==> config.mk <==
export PLATFORM = sky130hd
export DESIGN_NAME = multicycle_ctrl
export DESIGN_NICKNAME = d
export VERILOG_FILES = /design/src/rtl/multicycle_ctrl.sv
export SDC_FILE = /design/constraint.sdc
export NUM_CORES = 1
export LEC_CHECK = 0
export BUFFER_PORTS_ARGS = -buffer_cell sky130_fd_sc_hd__buf_2
export CELL_PAD_IN_SITES_DETAIL_PLACEMENT = 0
export CELL_PAD_IN_SITES_GLOBAL_PLACEMENT = 1
export CORE_MARGIN = 2
export CORE_UTILIZATION = 36
export CTS_CLUSTER_SIZE = 8
export DETAILED_ROUTE_END_ITERATION = 16
export GPL_TIMING_DRIVEN = 0
export PLACE_DENSITY = 0.8
export SETUP_SLACK_MARGIN = 0.3
export SYNTH_ARGS = -nofsm -noshare
export SYNTH_HDL_FRONTEND = slang
export SYNTH_SLANG_ARGS = --single-unit
==> constraint.sdc <==
create_clock -name clk -period 1.8 [get_ports clk]
set_input_delay 0.18 -clock clk [delete_from_list [all_inputs] [get_ports clk]]
set_output_delay 0.18 -clock clk [all_outputs]
set_load 0.05 [all_outputs]
==> src/rtl/multicycle_ctrl.sv <==
// rtl/multicycle_ctrl.sv - multi-cycle control sequencer for the RISC-V lab datapath
// Moore FSM stepping FETCH/DECODE/EXEC/MEM/WB and counting retired instructions.
module multicycle_ctrl #(
    parameter int CNT_W = 16
) (
    input  logic             clk,
    input  logic             reset,
    input  logic             run,
    input  logic [31:0]      ins,
    input  logic             zero,
    output logic             irWrite,
    output logic             RegWrite,
    output logic             ALUSrc,
    output logic [2:0]       op,
    output logic             MemRead,
    output logic             MemWrite,
    output logic [1:0]       Mem2Reg,
    output logic             PCWrite,
    output logic [1:0]       pcSel,
    output logic             halt,
    output logic             illegal,
    output logic [CNT_W-1:0] retired
);
    localparam logic [6:0] OPC_R   = 7'h33;
    localparam logic [6:0] OPC_I   = 7'h13;
    localparam logic [6:0] OPC_LD  = 7'h03;
    localparam logic [6:0] OPC_ST  = 7'h23;
    localparam logic [6:0] OPC_BR  = 7'h63;
    localparam logic [6:0] OPC_JAL = 7'h6F;
    localparam logic [6:0] OPC_SYS = 7'h73;

    typedef enum logic [2:0] {
        S_IDLE, S_FETCH, S_DECODE, S_EXEC, S_MEM, S_WB, S_HALT
    } state_t;

    state_t           r_state;
    state_t           w_next;
    logic [31:0]      r_ir;
    logic             r_illegal;
    logic [CNT_W-1:0] r_retired;

    logic [6:0] w_opc;
    logic [2:0] w_f3;
    logic       w_f7b5;
    logic [2:0] w_rtype_op;
    logic       w_rtype_ok;
    logic [2:0] w_alu_op;
    logic       w_alu_src;
    logic       w_set_illegal;
    logic       w_unused_ir;

    assign w_opc       = r_ir[6:0];
    assign w_f3        = r_ir[14:12];
    assign w_f7b5      = r_ir[30];
    assign w_unused_ir = ^{r_ir[31], r_ir[29:15], r_ir[11:7]};
    assign retired     = r_retired;

    always_comb begin
        w_rtype_op = 3'b000;
        w_rtype_ok = 1'b1;
        case (w_f3)
            3'b000:  w_rtype_op = w_f7b5 ? 3'b110 : 3'b010;
            3'b111:  w_rtype_op = 3'b000;
            3'b110:  w_rtype_op = 3'b001;
            3'b010:  w_rtype_op = 3'b111;
            default: w_rtype_ok = 1'b0;
        endcase
    end

    // ALU controls depend only on the IR, so EXEC, MEM and WB all see the same values.
    always_comb begin
        w_alu_op  = 3'b000;
        w_alu_src = 1'b0;
        case (w_opc)
            OPC_R:                begin w_alu_op = w_rtype_op; end
            OPC_BR:               begin w_alu_op = 3'b110; end
            OPC_LD, OPC_ST, OPC_I: begin w_alu_op = 3'b010; w_alu_src = 1'b1; end
            default:              begin w_alu_op = 3'b000; end
        endcase
    end

    always_ff @(posedge clk or posedge reset) begin
        if (reset) begin
            r_state   <= S_IDLE;
            r_ir      <= 32'h0;
            r_illegal <= 1'b0;
            r_retired <= '0;
        end else begin
            r_state <= w_next;
            if (irWrite)       r_ir      <= ins;
            if (w_set_illegal) r_illegal <= 1'b1;
            if (PCWrite)       r_retired <= r_retired + 1'b1;
        end
    end

    always_comb begin
        w_next        = r_state;
        w_set_illegal = 1'b0;
        irWrite       = 1'b0;
        RegWrite      = 1'b0;
        ALUSrc        = 1'b0;
        op            = 3'b000;
        MemRead       = 1'b0;
        MemWrite      = 1'b0;
        Mem2Reg       = 2'b00;
        PCWrite       = 1'b0;
        pcSel         = 2'b00;
        halt          = 1'b0;
        illegal       = 1'b0;
        case (r_state)
            S_IDLE: if (run) w_next = S_FETCH;
            S_FETCH: begin
                irWrite = 1'b1;
                w_next  = S_DECODE;
            end
            S_DECODE: begin
                case (w_opc)
                    OPC_R, OPC_I, OPC_LD, OPC_ST, OPC_BR: w_next = S_EXEC;
                    OPC_JAL: w_next = S_WB;
                    OPC_SYS: w_next = S_HALT;
                    default: begin
                        w_next        = S_HALT;
                        w_set_illegal = 1'b1;
                    end
                endcase
            end
            S_EXEC: begin
                ALUSrc = w_alu_src;
                op     = w_alu_op;
                case (w_opc)
                    OPC_R: begin
                        w_next        = w_rtype_ok ? S_WB : S_HALT;
                        w_set_illegal = ~w_rtype_ok;
                    end
                    OPC_I:          w_next = S_WB;
                    OPC_LD, OPC_ST: w_next = S_MEM;
                    OPC_BR: begin
                        PCWrite = 1'b1;
                        pcSel   = zero ? 2'b01 : 2'b00;
                    end
                    default:        w_next = S_HALT;
                endcase
            end
            S_MEM: begin
                ALUSrc = w_alu_src;
                op     = w_alu_op;
                if (w_opc == OPC_LD) begin
                    MemRead = 1'b1;
                    w_next  = S_WB;
                end else begin
                    MemWrite = 1'b1;
                    PCWrite  = 1'b1;
                end
            end
            S_WB: begin
                ALUSrc   = w_alu_src;
                op       = w_alu_op;
                RegWrite = 1'b1;
                PCWrite  = 1'b1;
                if (w_opc == OPC_LD) begin
                    Mem2Reg = 2'b01;
                    MemRead = 1'b1;
                end else if (w_opc == OPC_JAL) begin
                    Mem2Reg = 2'b10;
                    pcSel   = 2'b10;
                end
            end
            S_HALT: begin
                halt    = 1'b1;
                illegal = r_illegal;
            end
            default: w_next = S_IDLE;
        endcase
        // Every instruction-end cycle (PCWrite) is where run is re-sampled.
        if (PCWrite) w_next = run ? S_FETCH : S_IDLE;
    end
endmodule
# After elaboration in Yosys (flattened, before gate mapping)
# Cells that the tools add are included.
[op_classes]
addsub = 1
n_bitwise = 1
n_reduce_logical = 11
n_mux = 35
eq_ne = 20
[op_table]
columns = ["op", "count"]
rows = [
  ["7-bit equality test, second input constant", 3],
  ["3-bit one-hot mux with 3 select lines", 2],
  ["3-bit one-hot mux with 6 select lines", 1],
  ["1-bit two-way mux", 17],
  ["16-bit by 1-bit adder with 16-bit output, second input constant", 1],
  ["3-bit equality test, second input constant", 5],
  ["3-bit two-way mux", 5],
  ["7-bit by 6-bit equality test with 1-bit output, second input constant", 2],
  ["3-bit one-hot mux with 4 select lines", 1],
  ["2-bit two-way mux", 5],
  ["3-bit by 2-bit equality test with 1-bit output, second input constant", 3],
  ["3-bit inequality test, second input constant", 3],
  ["7-bit by 2-bit equality test with 1-bit output, second input constant", 1],
  ["7-bit by 5-bit equality test with 1-bit output, second input constant", 1],
  ["7-bit OR reduction", 1],
  ["3-bit logical NOT", 2],
  ["3-bit one-hot mux with 2 select lines", 1],
  ["2-bit OR reduction", 3],
  ["3-bit OR reduction", 2],
  ["5-bit OR reduction", 1],
  ["2-bit one-hot mux with 2 select lines", 1],
  ["4-bit AND reduction", 1],
  ["4-bit OR reduction", 1],
  ["3-bit by 1-bit equality test with 1-bit output, second input constant", 1],
  ["4 further kinds", 4],
]
[word_totals]
regBits = 51
input_bits = 36
elab_cells = 72
output_inout_bits = 31

# Depth between registers and ports, before layout
# Gate-level depths: netlist of run 1.
[logic_depth]
depth_word = 7
mapped_depth = 7
ltp_nobuf = 6

# Worst setup path after synthesis of run 1
# No wires, ideal clock.
[synth_path]
path_type = "register to output"
start = "reg r_ir[3]"
end = "out op[0]"
setup_slack_ps = -868
n_path_buf = 0
required_time_ps = 1620
t_arrival_ps = 2488
stages_incl_launch_ff = 5
path_cell_list = "dfrtp_1 > nand4bb_2 > nor2_1 > nand2_1 > nor4_1"
[synth_between]
elab_chain_len = 4
elab_cells_between_ends = 8
classes_between = "eq/ne (5); mux (2); reduce/logical (1)"
[synth_rtl]
columns = ["element", "line", "rtl"]
rows = [
  ["from (decl)", "38", "logic [31:0] r_ir;"],
  ["from (signal assigned)", "90", "if (irWrite) r_ir <= ins;"],
  ["7-bit by 2-bit equality test with 1-bit output, or another cell as far along", "74", "case (w_opc)"],
  ["3-bit OR reduction", "74", ""],
  ["3-bit one-hot mux with 3 select lines *", "74", ""],
  ["3-bit two-way mux *", "110", "case (r_state)"],
  ["to (decl)", "14", "output logic [2:0] op,"],
]
# Mark *: on every way between the ends. The rest lies on a longest branch, timed or not.

# Final worst setup path of run 1
[layout_path]
start = "reg r_ir[4]"
end = "out pcSel[0]"
[layout_between]
elab_chain_len = 3
elab_cells_between_ends = 5
classes_between = "eq/ne (2); mux (3)"
[layout_rtl]
columns = ["element", "line", "rtl"]
rows = [
  ["7-bit by 2-bit equality test with 1-bit output / 7-bit equality test (equally long branches)", "160, 130", ""],
  ["2-bit two-way mux / 1-bit two-way mux (equally long branches)", "160, 130", ""],
  ["2-bit one-hot mux with 2 select lines *", "110", ""],
  ["to (decl)", "19", "output logic [1:0] pcSel,"],
]
# Marked as above.

==> flow_metrics.py, run 1 <==
metrics = {
    "synthesis": {
        "ys.flop_type": "dfrtp_1",
        "synthCells": 170,
        "synth_warnings": 0,
        "synth_area_leader_cell": "dfrtp_1",
        "syn_area_um2": 1720,
        "syn_avg_cell_area_um2": 10.1,
        "synth.most_common_cell": "dfrtp_1",
        "synth_seq_area_share_pct": 45.2,
        "synthTopCellsByCount": "31 x dfrtp_1, 21 x nand2_1, 17 x nor2_1",
        "ys_ff_latch": 31,
        "yosysTopAreaCellShare_pct": 45.2,
        "synth_cell_types": 41,
        "synth_edf_count": 0,
        "yosys-top-cells-area": "dfrtp_1 45%, mux2_2 5.9%, nand2_1 4.6%",
        "syn_nets": 207,
        "async_flop_share_pct": 100,
    },
    "global_route": {
        "track_usage_pct": 18.0,
        "grt_start_max_net_pins": 32,
        "grt_overflow_total": 0,
        "grt_pass1_wl_mm": 7.30,
        "grt_antenna_before_repair": 0,
        "grt_pass1_vias": 1518,
    },
    "cells_and_area": {
        "layout-drive-gt1-share_pct": 65.8,
        "n_antenna_cell": 0,
        "final_area_um2": 2990,
        "nFillCells": 349,
        "stdcell_count": 314,
        "area_growth_syn_to_layout_pct": 74.2,
        "layout.nets": 296,
    },
    "detailed_routing": {
        "drc": 0,
        "routed_wl_mm": 4.83,
        "avgViaCountPerCell": 5.12,
        "postRouteAntennaNets": 0,
        "first_iter_violations": 79,
        "first_pass_iters": 4,
        "wire_per_inst_um": 15.4,
        "vias": 1609,
    },
    "floorplanning": {
        "die_area_um2": 5340,
        "start_util_pct": 36.9,
        "die_y_um": 73.1,
        "fp.coreArea_um2": 4660,
        "rows": 25,
        "die_w_um": 73.1,
        "ios": 67,
    },
    "sta": {
        "hold_viol_final": 0,
        "rsz0062_at_grt": "yes",
        "tns_ns": -0.107,
        "max_freq_mhz": 542,
        "fin_crit_ns": 1.84,
        "slew_viol_final": 0,
        "post-route-period-util_pct": 102,
        "fin_skew_ns": 0.00539,
        "slew-limit-headroom_pct": 70.5,
        "final-setup-viol-count": 4,
        "fin_ws_ns": -0.0446,
        "worst_pin_slew_ns": 0.442,
    },
    "setup_path": {
        "crit_chain": "buf_6, nand3b_1, buf_6, nor3_4, and2_4, buf_8",
        "cp_max_fo": 5,
        "timing.critical_path.required_ns": 1.62,
        "crit_path_end_kind": "output port",
        "cp_num_buf_inv": 3,
        "cp-start-kind": "register",
        "slowest_delay_ns": 0.38,
        "slowest_stage": "dfrtp_1",
        "path_class": "reg2out",
        "path_delay_family": "simple AND/OR/NAND/NOR gates",
        "cp_common_cell": "buf_6",
        "cp.arrival_ns": 1.66,
    },
    "placement": {
        "post-place-ws_ns": -0.0750,
        "io_buffers": 45,
        "dp_hpwl_mm": 2.85,
        "place_inst": 269,
        "routabilityCongestion": 0.794,
        "placed_area_um2": 2190,
    },
    "power": {
        "total_power_mw": 4.80,
        "p_per_area_nw_per_um2": 1600,
        "vdd_drop_max_uv": 609,
        "power_leakage_nw": 1.46,
    },
    "run_status": {
        "status": "finished, violations left",
        "violations": "negative setup slack",
    },
    "cts": {
        "path_clk_slew_ns": 0.07,
        "cts-root-buf": "clkbuf_8",
        "clk_latency_ns": 0.28,
        "htreeDepth": 2,
        "numCtsBuffers": 5,
        "cts_sinks": 31,
        "tritoncts": "built",
        "cts_buffer_depth": 2,
    },
    "run": {
        "maxCapViolCount": 0,
    },
    "hold_path": {
        "hold_class": "in2reg",
    },
}
==> timing repair <==
action / 4_1_cts / 5_1_grt
hold buffers: 0 / 1
hold endpoints to repair: 0 / 8
setup buffers: 22 / 13
pin swaps: 15 / 27
endpoints found under the setup margin: 40 / 44
resized for setup: 56 / 46
==> metal layers <==
layer	up-vias	track usage [%]	routed length [µm]	share of wire, %
li1	776	-	-	-
met1	792	24.8	2140	44
met2	35	27.1	2460	51
met3	6	4.56	150	3.1
met4	0	6.58	77	1.6
met5	-	0	0	0
==> final timing paths <==
kind	from	to	slack (ns)	depth (start not counted)
worst min-delay path	ins[5]	r_ir[5]$_DFFE_PP0P_	0.11	3
max in group asynchronous	reset	retired[6]$_DFFE_PP0P_	0.87	4
worst max register to register	r_ir[4]$_DFFE_PP0P_	retired[6]$_DFFE_PP0P_	0	8
worst max-delay path	r_ir[4]$_DFFE_PP0P_	pcSel[0]	-0.04	6
min in group asynchronous	reset	r_ir[12]$_DFFE_PP0P_	0.44	3
worst min register to register	retired[15]$_DFFE_PP0P_	retired[15]$_DFFE_PP0P_	0.46	1
==> report_power, final <==
part	switching (mW)	internal, mW
Sequential	0.280	0.937
Combinational	1.51	1.44
Clock	0.284	0.348
Total	2.08	2.72
==> state kept, by name (all words and copies together) (netlist names) <==
signal,flops
r_ir,11
r_state,3
retired,16
r_illegal,1
==> area by class of cell <==
cell class                 count  area, µm²  share of cell area, %
buffer                         6       67.6                   2.26
multi-input combinational    127       1210                   40.3
clock buffer                   7       96.3                   3.22
clock inverter                 1       7.51                  0.251
tap                           54       67.6                   2.26
inverter                       6       27.5                  0.920
timing repair buffer          82        726                   24.2
sequential                    31        795                   26.5
==> through the flow <==
| step | hold slack, ns | utilization [%] |
|---|---|---|
| after global routing | 0.115 | 64.2 |
| after floorplan | 0.283 | - |
| after detailed placement | 0.396 | 47.1 |
| after global placement | 0.389 | 47.1 |
| after CTS | 0.100 | 57.2 |
| final | 0.115 | 64.2 |
==> worst register-to-register path: cells and delay by family (launching register included) <==
kind	cells	cell delay [ns]
xor gates and xnor gates	1	0.16
buffers and inverters	3	0.43
DFF	1	0.38
and+or+nand+nor	4	0.74
==> placed cells by master (no fill, tap or decap), drive strengths merged <==
| master | instances |
|---|---|
| buf | 87 |
| dfrtp | 31 |
| nand2 | 21 |
| nor2 | 18 |
| mux2 | 9 |
| xor2 | 8 |
| nor3 | 8 |
| nand4 | 7 |
| clkbuf | 7 |
| xnor2 | 7 |
| a21oi | 7 |
| inv | 5 |
| nor4 | 4 |
| nand3 | 4 |
| o21ai | 4 |
| nand2b | 4 |
| nor3b | 4 |
| nand3b | 3 |
| and2 | 3 |
| nor4b | 2 |
| a211oi | 2 |
| and4bb | 1 |
| nand4bb | 1 |
| clkinv | 1 |
| nor2b | 1 |
| mux2i | 1 |
| or2 | 1 |
| o31a | 1 |
| o31ai | 1 |
| a31oi | 1 |
| o211ai | 1 |
| or3 | 1 |
| a211o | 1 |
| ha | 1 |
| clkinvlp | 1 |
| dlygate4sd3 | 1 |
==> logic make-up after synthesis <==
kind of cell               count (synthesis)  share of synthesized area, %
and+or+nand+nor                           83                          29.3
adders and majority gates                  1                         0.728
buffers and inverters                     12                          3.93
muxes                                     10                          6.48
xor gates and xnor gates                  15                          7.65
DFF                                       31                          45.2
AOI/OAI and AO/OA                         18                          6.77
(Power assumes the default switching activity.)
==> run 2: changes to the inputs <==
--- a/config.mk
+++ b/config.mk
@@ -9,11 +9,11 @@
 export CELL_PAD_IN_SITES_DETAIL_PLACEMENT = 0
 export CELL_PAD_IN_SITES_GLOBAL_PLACEMENT = 1
 export CORE_MARGIN = 2
-export CORE_UTILIZATION = 36
+export CORE_UTILIZATION = 39
 export CTS_CLUSTER_SIZE = 8
 export DETAILED_ROUTE_END_ITERATION = 16
-export GPL_TIMING_DRIVEN = 0
-export PLACE_DENSITY = 0.8
+export GPL_TIMING_DRIVEN = 1
+export PLACE_DENSITY = 0.86
 export SETUP_SLACK_MARGIN = 0.3
 export SYNTH_ARGS = -nofsm -noshare
 export SYNTH_HDL_FRONTEND = slang
==> constraint.sdc (replaced) <==
create_clock -name clk -period 2.2 [get_ports clk]
set_input_delay 0.22 -clock clk [delete_from_list [all_inputs] [get_ports clk]]
set_output_delay 0.22 -clock clk [all_outputs]
set_load 0.05 [all_outputs]
==> run 2 against run 1 <==
Effect of this change:
- sequential share of layout area is 6.4 points higher
- total power decreased by 35%
- register-to-register slack improved by 0.36 ns
- cell area decreased by 21%
- first-iteration DRC count rose by 7.6%
- count of clock-buffer cells in the layout fell by 1
- clock skew shrank 0.0010 ns
- sequential cell count stayed put
- sequential power shrank 16%
- the run now ends clean
- cell count decreased by 8.6%
- critical path depth shrank 1
- clock power down 9.0%
==> flow_metrics.py, run 2 (synthesis results as in run 1) <==
metrics = {
    "global_route": {
        "grt_pass1_vias": 1396,
        "grt_start_max_net_pins": 32,
        "grt_pass1_wl_mm": 6.51,
        "grt_antenna_before_repair": 0,
        "grt_overflow_total": 0,
        "track_usage_pct": 16.5,
    },
    "floorplanning": {
        "die_y_um": 70.4,
        "ios": 67,
        "fp.coreArea_um2": 4290,
        "start_util_pct": 40.0,
        "die_area_um2": 4950,
        "die_w_um": 70.4,
        "rows": 24,
    },
    "setup_path": {
        "crit_chain": "nand4bb_4, nor2_4, nand2_1, nor2_2, buf_4",
        "path_delay_family": "simple AND/OR/NAND/NOR gates",
        "timing.critical_path.required_ns": 1.98,
        "cp_num_buf_inv": 1,
        "cp_max_fo": 6,
        "slowest_stage": "dfrtp_1",
        "slowest_delay_ns": 0.42,
        "r2r_setup_slack_ns": 0.36,
        "path_class": "reg2out",
        "crit_path_end_kind": "output port",
        "cp.arrival_ns": 1.65,
        "cp-start-kind": "register",
    },
    "cts": {
        "htreeDepth": 2,
        "cts-root-buf": "clkbuf_8",
        "clk_latency_ns": 0.28,
        "numCtsBuffers": 5,
        "cts_sinks": 31,
        "tritoncts": "built",
        "cts_buffer_depth": 2,
        "path_clk_slew_ns": 0.07,
    },
    "sta": {
        "fin_crit_ns": 1.87,
        "hold_viol_final": 0,
        "holdWs_ns": 0.0103,
        "tns_ns": 0,
        "final-setup-viol-count": 0,
        "slew-limit-headroom_pct": 66.3,
        "worst_pin_slew_ns": 0.500,
        "fin_skew_ns": 0.00437,
        "max_freq_mhz": 535,
        "post-route-period-util_pct": 85.0,
        "slew_viol_final": 0,
        "rsz0062_at_grt": "yes",
    },
    "cells_and_area": {
        "largest_reg_flops": 16,
        "n_antenna_cell": 0,
        "multiInputGateArea_um2": 958,
        "fin_util_pct": 55.2,
        "layout_common_cells": "34 x buf_2, 27 x dfrtp_1, 22 x buf_4, 20 x nand2_1, 13 x nor2_1",
        "nFillCells": 376,
        "area_growth_syn_to_layout_pct": 38.0,
        "layout.nets": 271,
        "regArea_um2": 781,
        "layout-drive-gt1-share_pct": 47.7,
        "layout_commonest_cell": "buf_2",
    },
    "placement": {
        "dp_hpwl_mm": 2.71,
        "io_buffers": 45,
        "routabilityCongestion": 0.821,
    },
    "hold_path": {
        "hold_class": "in2async",
    },
    "run": {
        "maxCapViolCount": 0,
    },
    "detailed_routing": {
        "first_iter_violations": 85,
        "avgViaCountPerCell": 5.06,
        "routed_wl_mm": 3.86,
        "first_pass_iters": 4,
        "postRouteAntennaNets": 0,
        "drc": 0,
        "wire_per_inst_um": 13.5,
        "vias": 1451,
    },
    "power": {
        "p_per_area_nw_per_um2": 1310,
        "vdd_drop_max_uv": 626,
        "power_leakage_nw": 1.11,
    },
    "run_status": {
        "status": "completed",
    },
}
## run 2: changes by cell type in the layout (fill, tap and decap cells not counted), moves of 5 or more
cell	before	now
mux2_2	0	9
nand2_1	15	20
mux2_4	9	0
dfrtp_1	16	27
nor3_4	6	1
buf_8	8	3
dfrtp_2	15	4
buf_4	17	22
buf_6	30	3
## run 2: path summary, 6_finish.rpt
check                                              from                 endpoint  cells after the start
worst max-delay path                r_ir[3]$_DFFE_PP0P_                  MemRead                      5
worst min-delay path                              reset  retired[14]$_DFFE_PP0P_                      3
worst max register to register      r_ir[1]$_DFFE_PP0P_  retired[10]$_DFFE_PP0P_                      7
worst min register to register  retired[15]$_DFFE_PP0P_  retired[15]$_DFFE_PP0P_                      1
max in group asynchronous                         reset      r_ir[5]$_DFFE_PP0P_                      3
min in group clk                                 ins[5]      r_ir[5]$_DFFE_PP0P_                      3
## run 2: layout make-up
| class | count | share of cell area [%] |
|---|---|---|
| clock buffers | 6 | 3.48 |
| clock inverters | 2 | 1.48 |
| inverters | 6 | 1.16 |
| multi-input cells | 127 | 40.4 |
| flip-flops and latches | 31 | 32.9 |
| well taps | 52 | 2.74 |
| repair buffers | 63 | 17.8 |
## run 2: through the flow
stage	instance area (µm²)	cells	power, mW	setup WS [ns]
floorplan	1740	170	2.01	0.0558
global placement	2040	267	2.27	0.281
detailed placement	2040	267	2.29	0.279
CTS	2260	282	3.01	0.305
global route	2370	287	3.29	0.234
finish	2370	287	3.09	0.329
## run 2: what timing repair did
| item | CTS | global route |
|---|---|---|
| pin swaps | 5 | 4 |
| resized for setup | 17 | 23 |
| hold buffers | 0 | 0 |
| setup endpoints to repair | 11 | 12 |
| setup buffers | 7 | 5 |
## run 2: layer usage
layer  up-vias  GRT usage (%)  part of all wire [%]
li1        723              -                     -
met1       694           23.1                    48
met2        29           24.8                    47
met3         5           3.75                   4.0
met4         0           6.20                   1.3
met5         -              0                     0
## run 2: report_power, final
part           leakage [nW]  internal [mW]  switching, mW
clock network        0.0612          0.366          0.209
registers             0.387          0.758          0.259
logic                 0.666          0.623          0.880
total                  1.11           1.75           1.35
## run 2: worst register-to-register path, cell delays in order, from the launching register on
cell	delay (ns)
dfrtp_1	0.45
and4bb_2	0.30
buf_4	0.14
a21oi_2	0.16
nor2_4	0.06
buf_4	0.17
nor4b_2	0.32
xor2_1	0.17
